--- src/rtl/router_pkg.sv ---
// Shared widths, constants and tx state encoding
// for the router packet transmitter.
package router_pkg;

  localparam int ADDR_W    = 2;
  localparam int LEN_W     = 6;
  localparam int DATA_W    = 8;
  localparam int BUF_DEPTH = 64;

  localparam logic [ADDR_W-1:0] ADDR_INVALID = 2'd3;

  typedef enum logic [2:0] {
    S_IDLE,
    S_LOAD,
    S_HEADER,
    S_PAYLOAD,
    S_PARITY,
    S_GAP
  } tx_state_t;

  function automatic logic [DATA_W-1:0] mk_header(
    input logic [LEN_W-1:0]  len,
    input logic [ADDR_W-1:0] addr
  );
    return {len, addr};
  endfunction

endpackage

--- src/rtl/router_pkt_buf.sv ---
// 64x8 payload buffer with write/read pointers;
// the read port looks ahead so the reader sees no bubble.
module router_pkt_buf
  import router_pkg::*;
(
  input  logic              clock,
  input  logic              resetn,
  input  logic              clr,
  input  logic              wr_en,
  input  logic [DATA_W-1:0] wr_data,
  input  logic              rd_en,
  output logic [LEN_W-1:0]  wr_ptr,
  output logic [LEN_W-1:0]  rd_ptr,
  output logic [DATA_W-1:0] rd_data
);

  localparam logic [LEN_W-1:0] ONE = 1;

  logic [DATA_W-1:0] mem [BUF_DEPTH];
  logic [LEN_W-1:0]  rd_ptr_nxt;

  assign rd_ptr_nxt = rd_en ? rd_ptr + ONE : rd_ptr;
  assign rd_data    = mem[rd_ptr_nxt];

  // storage array, written synchronously, never cleared
  always_ff @(posedge clock) begin
    if (wr_en) mem[wr_ptr] <= wr_data;
  end

  // pointer registers, cleared at the start of each packet
  always_ff @(posedge clock or negedge resetn) begin
    if (!resetn) begin
      wr_ptr <= '0;
      rd_ptr <= '0;
    end else if (clr) begin
      wr_ptr <= '0;
      rd_ptr <= '0;
    end else begin
      if (wr_en) wr_ptr <= wr_ptr + ONE;
      rd_ptr <= rd_ptr_nxt;
    end
  end

endmodule

--- src/rtl/router_pkt_tx.sv ---
// Packet transmitter: loads payload, then sends
// header, payload and parity to the router.
module router_pkt_tx
  import router_pkg::*;
#(
  parameter int GAP_CYCLES = 2
) (
  input  logic              clock,
  input  logic              resetn,
  input  logic              req_valid,
  input  logic [ADDR_W-1:0] req_addr,
  input  logic [LEN_W-1:0]  req_len,
  output logic              req_ready,
  input  logic [DATA_W-1:0] pl_data,
  input  logic              pl_valid,
  output logic              pl_ready,
  input  logic              busy,
  output logic [DATA_W-1:0] data_out,
  output logic              pkt_valid,
  output logic              done,
  output logic              err
);

  localparam int GAP_W = (GAP_CYCLES > 1) ? $clog2(GAP_CYCLES) : 1;
  localparam logic [GAP_W-1:0] GAP_LAST = GAP_W'(GAP_CYCLES - 1);
  localparam logic [GAP_W-1:0] GAP_ONE  = 1;
  localparam logic [LEN_W-1:0] ONE      = 1;

  tx_state_t         state, state_n;
  logic [ADDR_W-1:0] addr_q, addr_n;
  logic [LEN_W-1:0]  len_q, len_n;
  logic [DATA_W-1:0] parity_q, parity_n;
  logic [GAP_W-1:0]  gap_q, gap_n;
  logic [DATA_W-1:0] data_n;
  logic              err_n, done_n;
  logic              wr_en, rd_en, clr;
  logic [LEN_W-1:0]  wr_ptr, rd_ptr;
  logic [DATA_W-1:0] rd_data;

  router_pkt_buf u_buf (
    .clock   (clock),
    .resetn  (resetn),
    .clr     (clr),
    .wr_en   (wr_en),
    .wr_data (pl_data),
    .rd_en   (rd_en),
    .wr_ptr  (wr_ptr),
    .rd_ptr  (rd_ptr),
    .rd_data (rd_data)
  );

  // state register
  always_ff @(posedge clock or negedge resetn) begin
    if (!resetn) state <= S_IDLE;
    else         state <= state_n;
  end

  // next state, datapath updates and buffer strobes
  always_comb begin
    state_n  = state;
    addr_n   = addr_q;
    len_n    = len_q;
    parity_n = parity_q;
    gap_n    = gap_q;
    wr_en    = 1'b0;
    rd_en    = 1'b0;
    clr      = 1'b0;
    err_n    = 1'b0;
    unique case (state)
      S_IDLE: begin
        if (req_valid && req_ready) begin
          if (req_addr == ADDR_INVALID) begin
            err_n = 1'b1;
          end else begin
            addr_n   = req_addr;
            len_n    = req_len;
            parity_n = mk_header(req_len, req_addr);
            clr      = 1'b1;
            state_n  = (req_len == '0) ? S_HEADER : S_LOAD;
          end
        end
      end
      S_LOAD: begin
        if (pl_valid) begin
          wr_en    = 1'b1;
          parity_n = parity_q ^ pl_data;
          if (wr_ptr == len_q - ONE) state_n = S_HEADER;
        end
      end
      S_HEADER: begin
        if (!busy) begin
          state_n = (len_q == '0) ? S_PARITY : S_PAYLOAD;
        end
      end
      S_PAYLOAD: begin
        if (!busy) begin
          if (rd_ptr == len_q - ONE) state_n = S_PARITY;
          else                       rd_en   = 1'b1;
        end
      end
      S_PARITY: begin
        if (!busy) begin
          state_n = S_GAP;
          gap_n   = '0;
        end
      end
      S_GAP: begin
        if (gap_q == GAP_LAST) state_n = S_IDLE;
        else                   gap_n   = gap_q + GAP_ONE;
      end
      default: state_n = S_IDLE;
    endcase
  end

  // output values for the cycle after this edge
  always_comb begin
    data_n = '0;
    done_n = (state_n == S_GAP) && (gap_n == GAP_LAST);
    unique case (state_n)
      S_HEADER:  data_n = mk_header(len_n, addr_n);
      S_PAYLOAD: data_n = rd_data;
      S_PARITY:  data_n = parity_n;
      default:   data_n = '0;
    endcase
  end

  // datapath and registered outputs
  always_ff @(posedge clock or negedge resetn) begin
    if (!resetn) begin
      addr_q    <= '0;
      len_q     <= '0;
      parity_q  <= '0;
      gap_q     <= '0;
      req_ready <= 1'b0;
      pl_ready  <= 1'b0;
      data_out  <= '0;
      pkt_valid <= 1'b0;
      done      <= 1'b0;
      err       <= 1'b0;
    end else begin
      addr_q    <= addr_n;
      len_q     <= len_n;
      parity_q  <= parity_n;
      gap_q     <= gap_n;
      req_ready <= (state_n == S_IDLE);
      pl_ready  <= (state_n == S_LOAD);
      data_out  <= data_n;
      pkt_valid <= (state_n == S_HEADER) || (state_n == S_PAYLOAD);
      done      <= done_n;
      err       <= err_n;
    end
  end

endmodule
--- config.mk ---
export PLATFORM = sky130hd
export DESIGN_NAME = router_pkt_tx
export DESIGN_NICKNAME = d
export VERILOG_FILES = /design/src/rtl/router_pkg.sv /design/src/rtl/router_pkt_buf.sv /design/src/rtl/router_pkt_tx.sv
export SDC_FILE = /design/constraint.sdc
export NUM_CORES = 1
export LEC_CHECK = 0
export BUFFER_PORTS_ARGS = -buffer_cell sky130_fd_sc_hd__buf_2
export CORE_ASPECT_RATIO = 1.4
export CORE_UTILIZATION = 45
export CTS_CLUSTER_SIZE = 14
export DETAILED_ROUTE_END_ITERATION = 12
export PLACE_DENSITY = 0.68
export SLEW_MARGIN = 20
export SYNTH_ARGS = -nofsm -noshare
export SYNTH_HDL_FRONTEND = slang
export SYNTH_SLANG_ARGS = --single-unit
--- constraint.sdc ---
create_clock -name clock -period 5.3 [get_ports clock]
set_input_delay 0.795 -clock clock [delete_from_list [all_inputs] [get_ports clock]]
set_output_delay 0.795 -clock clock [all_outputs]
set_load 0.1 [all_outputs]
### Word level (Yosys, flattened, before mapping)

Memories as Yosys holds them, arrays and structs flattened.
Cells that the tools add are included.

| word-level totals | value |
|---|---|
| register bits after elaboration | 45 |
| RAM bits | 512 |
| input bits | 21 |
| output and inout port bits | 13 |
| word-level logic and storage cells | 83 |
| memories | 1 |

Memories:

| name | depth | width | rd ports | clocked after memory_dff | write ports | RTL line | source |
|---|---|---|---|---|---|---|---|
| u_buf.mem | 64 | 8 | 1 | 0 | 1 | router_pkt_buf.sv:19 | `logic [DATA_W-1:0] mem [BUF_DEPTH];` |

| operators by class | value |
|---|---|
| $add $sub $neg | 4 |
| equality and inequality tests | 13 |
| muxes and demuxes | 43 |
| bitwise operators | 1 |
| reductions and logical operators | 8 |

Operator list:

| kind | number |
|---|---|
| 6-bit two-way mux | 7 |
| 3-bit two-way mux | 10 |
| 8-bit two-way mux | 3 |
| 8-bit case mux with 3 select lines | 1 |
| 3-bit case mux with 6 select lines | 1 |
| 8-bit case mux with 2 select lines | 1 |
| 1-bit two-way mux | 15 |
| 6-bit by 1-bit adder with 6-bit output, second input constant | 2 |
| 3-bit by 2-bit == test with 1-bit output, second input constant | 4 |
| 3-bit == test, second input constant | 4 |
| 6-bit == test | 2 |
| 6-bit zero test | 2 |
| 2-bit two-way mux | 4 |
| 8-bit XOR | 1 |
| 3-bit by 1-bit == test with 1-bit output, second input constant | 2 |
| 3-bit zero test | 2 |
| 6-bit by 1-bit subtractor with 6-bit output, second input constant | 1 |
| 2-bit == test, second input constant | 1 |
| 1-bit logical AND | 2 |
| 1-bit case mux with 2 select lines | 1 |
| 2-bit nonzero test | 1 |
| 1-bit adder, second input constant | 1 |
| 1-bit logical OR | 1 |

### Depth between registers and ports, before layout

Gate-level depths: netlist of the first run.
An unclocked memory read counts as a cell.

| logic depth | value |
|---|---|
| depth after elaboration | 8 |
| mapped depth | 18 |
| gate-level depth less buffers | 12 |

### Modules after synthesis

Synthesis of the first run repeated with hierarchy kept, for this count alone.

| second synthesis, totals | value |
|---|---|
| cells, all modules | 1534 |
| area total of the unflattened synthesis | 26412.8 µm² |

By module, submodules not included:

| module | times used | cells each | area an instance (µm²) | sequential area each (µm²) |
|---|---|---|---|---|
| router_pkt_buf | 1 | 1321 | 24432.2 | 15675.0 |
| router_pkt_tx | 1 | 213 | 1980.6 | 825.8 |

### Worst setup path after synthesis of the first run

No wires, ideal clock.

| timing | value |
|---|---|
| kind | register to register |
| start | reg len_q[0] |
| end | reg data_out[7] |
| library setup time | 0.129 ns |
| arrival | 3.620 ns |
| data required time | 5.171 ns |
| setup slack | 1.551 ns |
| stages on the path, launching flop included | 16 |
| path buffers | 4 |
| period minus slack after synthesis | 3.749 ns |
| cell sequence | dfrtp_1 buf_6 inv_1 ha_1 or3b_2 xnor2_2 or3_1 buf_4 o21ai_4 buf_6 buf_6 a21oi_1 a2111oi_2 a311oi_1 a211o_1 a2111o_1 |

| on the way | value |
|---|---|
| cells in the longest elaborated chain, start to end | 8 |
| elaborated cells on any way between the ends | 20 |
| classes of those cells | add/sub (1); eq/ne (5); mux (12); reduce/logical (1); memory (1) |

RTL lines:

| what | RTL line | source |
|---|---|---|
| start, declared | router_pkt_tx.sv:31 | `logic [LEN_W-1:0] len_q, len_n;` |
| start signal, assigned | router_pkt_tx.sv:142 | `len_q <= len_n;` |
| 6-bit by 1-bit subtractor with 6-bit output | router_pkt_tx.sv:87, router_pkt_tx.sv:97 |  |
| 6-bit == test | router_pkt_tx.sv:97 | `if (rd_ptr == len_q - ONE) state_n = S_PARITY;` |
| 1-bit two-way mux | router_pkt_tx.sv:97 |  |
| 1-bit two-way mux | router_pkt_tx.sv:96 | `if (!busy) begin` |
| 1-bit two-way mux | router_pkt_tx.sv:69 | `unique case (state)` |
| 6-bit two-way mux | router_pkt_buf.sv:22 | `assign rd_ptr_nxt = rd_en ? rd_ptr + ONE : rd_ptr;` |
| memory read 64 x 8 bit | -- |  |
| 8-bit case mux with 3 select lines * | router_pkt_tx.sv:119 | `unique case (state_n)` |
| net data_n[7] | router_pkt_tx.sv:34 | `logic [DATA_W-1:0] data_n;` |
| end signal, assigned | router_pkt_tx.sv:147 | `data_out <= data_n;` |
| end, declared | router_pkt_tx.sv:18 | `output logic [DATA_W-1:0] data_out,` |

Mark *: on every way through the listed nets, which the timed path passes. The rest lies on a longest branch.
A chain may end at the register's enable or synchronous reset.

### Worst setup path in the final report of the first run

| timing | value |
|---|---|
| start | reg len_q[0] |
| end | reg data_out[0] |

The elaborated chain is that of the path after synthesis.

==> results.cfg, run 1 <==
[route]
dr_total_vias = 19110
wl_per_cell_um = 28.28
antenna_left = 0
drc = 2
drt_wl_total_mm = 81.36
routed_via_density = 6.642
first_pass_iters = 9
drt-initial-drc-count = 2472

[logic_synthesis]
synthesis.instances = 2087
yosysUniqueCellTypes = 99
ys_seq_area_frac = 0.6199
synth_top_area_cell = edfxtp_1
synth_edf_count = 512
yosysMostFrequentCell = edfxtp_1
netlist_top_cells_count = edfxtp_1 (512), nand2_1 (191), nor2_1 (143), a21oi_1 (92), o21ai_0 (88)
netlist_area_mm2 = 0.02662
synth_warnings = 0
synth_top_area_share = 0.5776
synth_area_per_cell_um2 = 12.75
ys_ff_latch = 557
synth_ff_type = edfxtp_1
synth_fp_nets = 2112
ys_async_sr_fraction = 0.08079
synthTopCellsByArea = edfxtp_1 (58%), mux4_2 (4.6%), dfrtp_1 (4.2%)

[grt]
grt_pass1_wl_mm = 118.8
grt_overflow_total = 0
grt_pass1_vias = 18530
grt_max_degree = 80
antenna_found_initial = 0
track_usage = 0.2656

[sta]
finalCriticalPeriod_ns = 5.122
rsz0062_at_grt = false
hold_viol = 0
finalCritPeriodShare = 0.9664
fin_skew_ns = 0.01642
drv_slew = 0
tightest_slew_ns = 1.194
relSlewSlack = 0.2007
tns_ns = 0
setup_violations = 0
fmax_mhz = 195.2

[setup_path]
critPathLaunch = len_q[0]$_DFF_PN0_
crit_end = data_out[0]$_DFF_PN0_
critPathLaunchType = flop
worstPathArrival_ns = 5.56
critical_path.endpoint_type = flop
reg2reg_from = len_q[0]$_DFF_PN0_
rrSetupSlack_ns = 0.18
reg2reg_depth = 13
r2r-end = data_out[0]$_DFF_PN0_
required_ns = 5.73
cp_max_fo = 40
crit_type = flop to flop

[clock_network]
root_buffer = clkbuf_16
ctsResizeCount = 0
clk_latency_ns = 0.59
htreeDepth = 2
tritoncts = yes
clkTransAtPathRegs_ns = 0.06
clock_sinks = 557
cts_hold_buf = 0
cts.path.max_buffers = 3
cts_setup_buffers = 0
numCtsBuffers = 52

[placement]
post-place-cells = 2785
hpwl_mm = 53.50
numPortBuffers = 33
place_congestion = 0.9357

[run_status]
violations = DRC
outcome = finished, violations left

[final_layout]
fill_cells = 4898
layout.nets = 2115
stdcell_count = 2877
syn_to_final_growth_pct = 10.63
layout-drive-gt1-share = 0.1457

[floorplan]
rows = 105
initial_core_util = 0.4543
die_h_um = 289.8
io_pins = 34
die_area_mm2 = 0.06014
dieWidth_um = 207.6
core_area_mm2 = 0.05859

[pwr]
p_leak_nw = 9.734
ir_drop_mv = 0.4194
power_density_mw_per_mm2 = 577.4

[hold_path]
hold_path_class = input pin to asynchronous set/reset pin

[run]
max_cap_violations = 0
==> worst max-delay path, stage by stage (launching register included) <==
cell,delay [ns]
dfrtp_1,0.53
inv_1,0.16
ha_1,0.22
or3b_2,0.52
xnor2_2,0.24
or3_1,0.64
o31a_4,0.49
nand2_2,0.36
buf_12,0.29
a211oi_1,0.28
a31oi_1,0.09
a32o_1,0.23
a221oi_1,0.69
o221ai_1,0.19
==> power breakdown <==
group	internal, mW	switching [mW]	total, mW
Sequential	4.97	0.257	5.23
Combinational	2.72	5.18	7.90
Clock	2.24	1.64	3.88
Total	9.92	7.08	17.0
==> area by class of cell <==
cell class,instances,area [um^2],area share
flip-flops and latches,557,16510,0.5606
multi-input cells,1349,9354,0.3176
clock buffers,61,1335,0.04533
well taps,749,937.1,0.03182
repair buffers,111,850.8,0.02889
clock inverters,30,389.1,0.01321
inverters,19,71.32,0.002422
diodes,1,2.502,0.00008498
==> registers in the layout, summed over array words and instances, names as in the netlist, 2 cells and up <==
| register | flops |
|---|---|
| addr_q | 2 |
| data_out | 8 |
| len_q | 6 |
| parity_q | 8 |
| state | 3 |
| u_buf.mem | 512 |
| u_buf.rd_ptr | 6 |
| u_buf.wr_ptr | 6 |
==> through the flow <==
| step | setup slack, ns | cell area (um^2) | hold WS (ns) | power [mW] | util |
|---|---|---|---|---|---|
| 2_1_floorplan | 1.551 | 26620 | 0.4517 | 10.48 | - |
| 3_3_place_gp | 0.3926 | 27710 | 0.4851 | 12.92 | 0.4730 |
| 3_5_place_dp | 0.3392 | 27720 | 0.4987 | 13.04 | 0.4730 |
| 4_1_cts | 0.3102 | 29440 | 0.1143 | 16.85 | 0.5024 |
| 5_1_grt | 0.09423 | 29450 | 0.1503 | 17.54 | 0.5025 |
| 6_report | 0.1779 | 29450 | 0.1152 | 17.00 | 0.5026 |
==> logic make-up after synthesis <==
kind of cell | Yosys count | share of synthesized area
mux | 132 | 0.07577
simple gates | 636 | 0.1140
flops | 557 | 0.6199
compound gates | 550 | 0.1452
fa+ha+maj | 4 | 0.001880
xor+xnor | 27 | 0.01091
buf+inv | 181 | 0.03229
==> layout by cell type, fill, tap and decap left out, drive strengths merged, types with 61 or more instances in the layout <==
master and count:
nand2 192, mux2i 62, a211oi 73, a21oi 96
nand3 78, nor2 146, buf 111, nor3 72
o21ai 96, edfxtp 512, clkbuf 61
==> metal layers <==
layer  share of wire  track usage  vias to the layer above
li1                -            -                     8219
met1            0.35       0.3029                     9478
met2            0.50       0.4716                     1138
met3           0.079      0.03642                      275
met4           0.068       0.1715                        0
met5               0            0                        -
==> how the worst min path moves through the flow <==
stage                             start                    end  slack, ns  depth (start not counted)
global placement    addr_q[1]$_DFF_PN0_    addr_q[1]$_DFF_PN0_       0.49                          2
finish                           resetn  parity_q[7]$_DFF_PN0_       0.12                          1
CTS                              resetn  parity_q[7]$_DFF_PN0_       0.11                          1
global route                     resetn  parity_q[7]$_DFF_PN0_       0.15                          1
detailed placement  addr_q[0]$_DFF_PN0_    addr_q[0]$_DFF_PN0_       0.50                          2
floorplan           addr_q[0]$_DFF_PN0_    addr_q[0]$_DFF_PN0_       0.45                          2
Note: power is estimated with default switching activity, not from simulation.
==> run 2: changes to the inputs <==
--- a/config.mk
+++ b/config.mk
@@ -10,6 +10,7 @@
 export CORE_UTILIZATION = 45
 export CTS_CLUSTER_SIZE = 14
 export DETAILED_ROUTE_END_ITERATION = 12
+export MAX_ROUTING_LAYER = met4
 export PLACE_DENSITY = 0.68
 export SLEW_MARGIN = 20
 export SYNTH_ARGS = -nofsm -noshare
==> results.cfg, run 2 (same netlist as run 1, synthesis figures left out) <==
[route]
drt-initial-drc-count = 2317
routed_via_density = 6.649
drc = 0
wl_per_cell_um = 27.94
first_pass_iters = 6
drt_wl_total_mm = 80.43
antenna_left = 0
dr_total_vias = 19140

[setup_path]
r2r-end = data_out[3]$_DFF_PN0_
required_ns = 5.76
cp_top_family = simple AND/OR/NAND/NOR gates
crit_type = flop to flop
critPathMaxStageDelay_ns = 0.62
crit_chain = inv_1 -> ha_1 -> or3b_2 -> xnor2_2 -> or3_1 -> o21ai_4 -> buf_12 -> buf_4 -> a21oi_1 -> o32ai_1 -> o22ai_1 -> o31a_1 -> or4b_1
worstPathArrival_ns = 5.44
critPathLaunchType = flop
reg2reg_from = len_q[0]$_DFF_PN0_
rrSetupSlack_ns = 0.32
crit_buf_inv = 3
critical_path.endpoint_type = flop
cp_max_fo = 57
crit_path_top_delay_cell = or3_1
reg2reg_depth = 13

[floorplan]
die_area_mm2 = 0.06014
io_pins = 34
initial_core_util = 0.4543
rows = 105
core_area_mm2 = 0.05859
die_h_um = 289.8
dieWidth_um = 207.6

[grt]
antenna_found_initial = 1
grt_pass1_vias = 18620
grt_overflow_total = 0
grt_pass1_wl_mm = 118.4
track_usage = 0.2729
grt_max_degree = 80

[clock_network]
clk_latency_ns = 0.59
numCtsBuffers = 51
cts_hold_buf = 0
htreeDepth = 2
tritoncts = yes
root_buffer = clkbuf_16
clkTransAtPathRegs_ns = 0.07
cts_setup_buffers = 0
ctsResizeCount = 0
cts.path.max_buffers = 3
clock_sinks = 557

[final_layout]
layout.nets = 2115
layout_common_cells = edfxtp_1 (512), nand2_1 (190), nor2_1 (141)
fill_cells = 4879
syn_to_final_growth_pct = 10.37
top_register = u_buf.mem
top_regs = u_buf.mem: 512 flops, data_out: 8 flops, parity_q: 8 flops
layout-drive-gt1-share = 0.1437
final_util = 0.5014
postLayoutCellArea_mm2 = 0.02938
layout_commonest_cell = edfxtp_1
largest_register_ff_count = 512

[placement]
numPortBuffers = 33
hpwl_mm = 52.01
place_area_mm2 = 0.02771
place_congestion = 0.9627
preCtsSetupSlack_ns = 0.4369

[sta]
setup_violations = 0
finalCritPeriodShare = 0.9404
setup_slack_ns = 0.3160
tns_ns = 0
relSlewSlack = 0.1999
hold_viol = 1
tightest_slew_ns = 1.196
fin_skew_ns = 0.01518
drv_slew = 0
fmax_mhz = 200.6
rsz0062_at_grt = false
hold_slack_ns = -0.001142
finalCriticalPeriod_ns = 4.984

[pwr]
power_density_mw_per_mm2 = 564.8
p_leak_nw = 9.693
ir_drop_mv = 0.3080

[run_status]
outcome = finished, violations left
violations = hold timing

[run]
max_cap_violations = 0

[hold_path]
hold_path_class = input pin to asynchronous set/reset pin
## run 2: cell count changes in the layout (fill, tap and decap cells not counted), sizes merged
cell / before / now
buf: 111 / 112
bufinv: 9 / 4
clkbuf: 61 / 69
clkinv: 21 / 18
clkinvlp: 0 / 2
inv: 19 / 18
## run 2: layer usage
| layer | GRT usage | part of all wire |
|---|---|---|
| met5 | - | 0 |
| met2 | 0.4727 | 0.51 |
| met3 | 0.03750 | 0.081 |
| met1 | 0.3099 | 0.35 |
| met4 | 0.1407 | 0.053 |
## run 2: how the worst max path moves through the flow
stage | from | slack (ns) | end | cells after the start
6_report | len_q[0]$_DFF_PN0_ | 0.32 | data_out[3]$_DFF_PN0_ | 13
5_1_grt | len_q[0]$_DFF_PN0_ | 0.19 | data_out[3]$_DFF_PN0_ | 13
4_1_cts | len_q[0]$_DFF_PN0_ | 0.40 | data_out[3]$_DFF_PN0_ | 13
3_5_place_dp | len_q[0]$_DFF_PN0_ | 0.44 | data_out[3]$_DFF_PN0_ | 13
3_3_place_gp | len_q[0]$_DFF_PN0_ | 0.52 | data_out[4]$_DFF_PN0_ | 13
2_1_floorplan | len_q[0]$_DFF_PN0_ | 1.55 | data_out[7]$_DFF_PN0_ | 15
## run 2: area by class of cell
| type | count | area, um^2 | share of cell area |
|---|---|---|---|
| sequential | 557 | 16510 | 0.5619 |
| multi-input combinational | 1349 | 9351 | 0.3183 |
| clock buffer | 69 | 1416 | 0.04821 |
| tap | 749 | 937.1 | 0.03190 |
| timing repair buffer | 112 | 878.3 | 0.02990 |
| clock inverter | 23 | 214.0 | 0.007282 |
| inverter | 19 | 71.32 | 0.002427 |
| antenna | 1 | 2.502 | 0.00008518 |
## run 2: per-stage QoR
| stage | hold WS (ns) | power [mW] | cells |
|---|---|---|---|
| floorplan | 0.4517 | 10.48 | 2087 |
| global placement | 0.4657 | 12.70 | 2785 |
| detailed placement | 0.4765 | 12.82 | 2785 |
| CTS | 0.0005183 | 16.46 | 2877 |
| global route | 0.001342 | 17.21 | 2879 |
| finish | -0.001142 | 16.59 | 2879 |
## run 2: power breakdown
part           switching [mW]  internal (mW)  total, mW
clock network            1.61           2.06       3.68
logic                    4.97           2.71       7.68
registers               0.269           4.97       5.24
==> run 3: changes to the inputs <==
--- a/config.mk
+++ b/config.mk
@@ -7,11 +7,11 @@
 export LEC_CHECK = 0
 export BUFFER_PORTS_ARGS = -buffer_cell sky130_fd_sc_hd__buf_2
 export CORE_ASPECT_RATIO = 1.4
-export CORE_UTILIZATION = 45
+export CORE_UTILIZATION = 55
 export CTS_CLUSTER_SIZE = 14
 export DETAILED_ROUTE_END_ITERATION = 12
 export MAX_ROUTING_LAYER = met4
-export PLACE_DENSITY = 0.68
+export PLACE_DENSITY = 0.79
 export SLEW_MARGIN = 20
 export SYNTH_ARGS = -nofsm -noshare
 export SYNTH_HDL_FRONTEND = slang
==> results.cfg, run 3 (same netlist as run 1, synthesis figures left out) <==
[route]
routed_via_density = 7.078
antenna_left = 0
drt-initial-drc-count = 2863
wl_per_cell_um = 28.47
drc = 0
drt_wl_total_mm = 78.09
first_pass_iters = 8
dr_total_vias = 19420

[sta]
rsz0062_at_grt = false
setup_violations = 0
relSlewSlack = 0.1923
tns_ns = 0
fmax_mhz = 191.5
fin_skew_ns = 0.02041
hold_viol = 0
finalCritPeriodShare = 0.9852
hold_slack_ns = 0.3220
drv_slew = 0
setup_slack_ns = 0.07820
finalCriticalPeriod_ns = 5.222
tightest_slew_ns = 1.207

[clock_network]
htreeDepth = 2
cts_hold_buf = 0
tritoncts = yes
numCtsBuffers = 50
cts.path.max_buffers = 3
clkTransAtPathRegs_ns = 0.07
clock_sinks = 557
clk_latency_ns = 0.60
root_buffer = clkbuf_16
cts_setup_buffers = 0

[pwr]
ir_drop_mv = 0.6484
finalPower_mw = 16.30
p_leak_nw = 9.574
power_density_mw_per_mm2 = 561.2

[grt]
grt_max_degree = 116
antenna_found_initial = 0
grt_pass1_wl_mm = 116.5
grt_overflow_total = 0
track_usage = 0.3262
grt_pass1_vias = 18940

[setup_path]
required_ns = 5.73
cp_max_fo = 36
crit_type = flop to flop
worstPathArrival_ns = 5.65
critPathLaunchType = flop
critical_path.endpoint_type = flop

[final_layout]
top_register = u_buf.mem
syn_to_final_growth_pct = 9.076
largest_register_ff_count = 512
layout.nets = 2103
top_regs = u_buf.mem: 512 flops, data_out: 8 flops, parity_q: 8 flops
antennaDiodeCount = 0
layout_common_cells = edfxtp_1 (512), nand2_1 (190), nor2_1 (139)
layout-drive-gt1-share = 0.1368
fill_cells = 3599
layout_commonest_cell = edfxtp_1
postLayoutCellArea_mm2 = 0.02904

[run_status]
outcome = complete, no violations

[placement]
place_area_mm2 = 0.02746
hpwl_mm = 48.55
preCtsSetupSlack_ns = 0.2699
place_congestion = 0.9749
numPortBuffers = 33

[floorplan]
rows = 95
die_h_um = 262.3
die_area_mm2 = 0.04930
initial_core_util = 0.5557
io_pins = 34
dieWidth_um = 187.9
core_area_mm2 = 0.04790

[run]
max_cap_violations = 0

[hold_path]
hold_path_class = input pin to asynchronous set/reset pin
run 3: changes by cell type in the layout (fill, tap and decap cells not counted), moves of 2 or more:
cell / delta
nor3_2: +2
clkinv_2: -6
bufinv_16: -2
clkinv_1: +2
nor2_2: +2
nor3_4: -2
buf_4: -9
nor2_1: -2
run 3: final timing paths:
path,startpoint,endpoint,slack [ns],cells after the start
max,len_q[0]$_DFF_PN0_,data_out[1]$_DFF_PN0_,0.08,15
min reg2reg,addr_q[1]$_DFF_PN0_,addr_q[1]$_DFF_PN0_,0.52,2
max in group asynchronous,resetn,u_buf.rd_ptr[0]$_DFF_PN0_,4.45,2
min,resetn,len_q[4]$_DFF_PN0_,0.32,2
min in group clock,req_len[4],len_q[4]$_DFF_PN0_,0.48,3
max reg2reg,len_q[0]$_DFF_PN0_,data_out[1]$_DFF_PN0_,0.08,15
run 3: final cells by class:
cell class                      count  area [um^2]  share of cell area
Timing Repair Buffer              101        763.2             0.02629
Clock buffer                       71         1434             0.04938
Multi-Input combinational cell   1349         9346              0.3219
Clock inverter                     16        123.9            0.004266
Sequential cell                   557        16510              0.5686
Tap cell                          630        788.3             0.02715
Inverter                           19        71.32            0.002456
run 3: repair_timing:
| action | CTS | global route |
|---|---|---|
| setup endpoints to repair | 0 | 2 |
| gates resized for setup | 0 | 2 |
| hold endpoints to repair | 0 | 0 |
run 3: metal layers:
| layer | global-route usage | vias up | wire [um] |
|---|---|---|---|
| met4 | 0.1938 | 0 | 5282 |
| met1 | 0.3865 | 9491 | 26890 |
| met2 | 0.5274 | 1404 | 38410 |
| met5 | - | - | 0 |
| li1 | - | 8195 | - |
| met3 | 0.05142 | 325 | 7506 |
run 3: report_power, final:
| group | internal [mW] | switching [mW] | total, mW |
|---|---|---|---|
| sequential | 4.97 | 0.245 | 5.22 |
| clock | 1.97 | 1.57 | 3.54 |
| combinational | 2.64 | 4.90 | 7.54 |
| total | 9.58 | 6.72 | 16.3 |
run 3: worst max-delay path, stage by stage (launching register included):
cell and delay [ns]:
dfrtp_1 0.53, inv_1 0.17, ha_1 0.24, or3b_2 0.52, xnor2_2 0.17, or3_1 0.49
buf_4 0.26, o31a_4 0.46, nand2_2 0.29, buf_12 0.25, buf_4 0.23, and3_1 0.21
a311oi_1 0.06, o31a_1 0.29, a31oi_1 0.63, o221ai_1 0.24
run 3: through the flow:
stage / std cells / util
3_5_place_dp: 2656 / 0.5733
3_3_place_gp: 2656 / 0.5733
2_1_floorplan: 2087 / -
4_1_cts: 2743 / 0.6059
6_report: 2743 / 0.6061
5_1_grt: 2743 / 0.6061
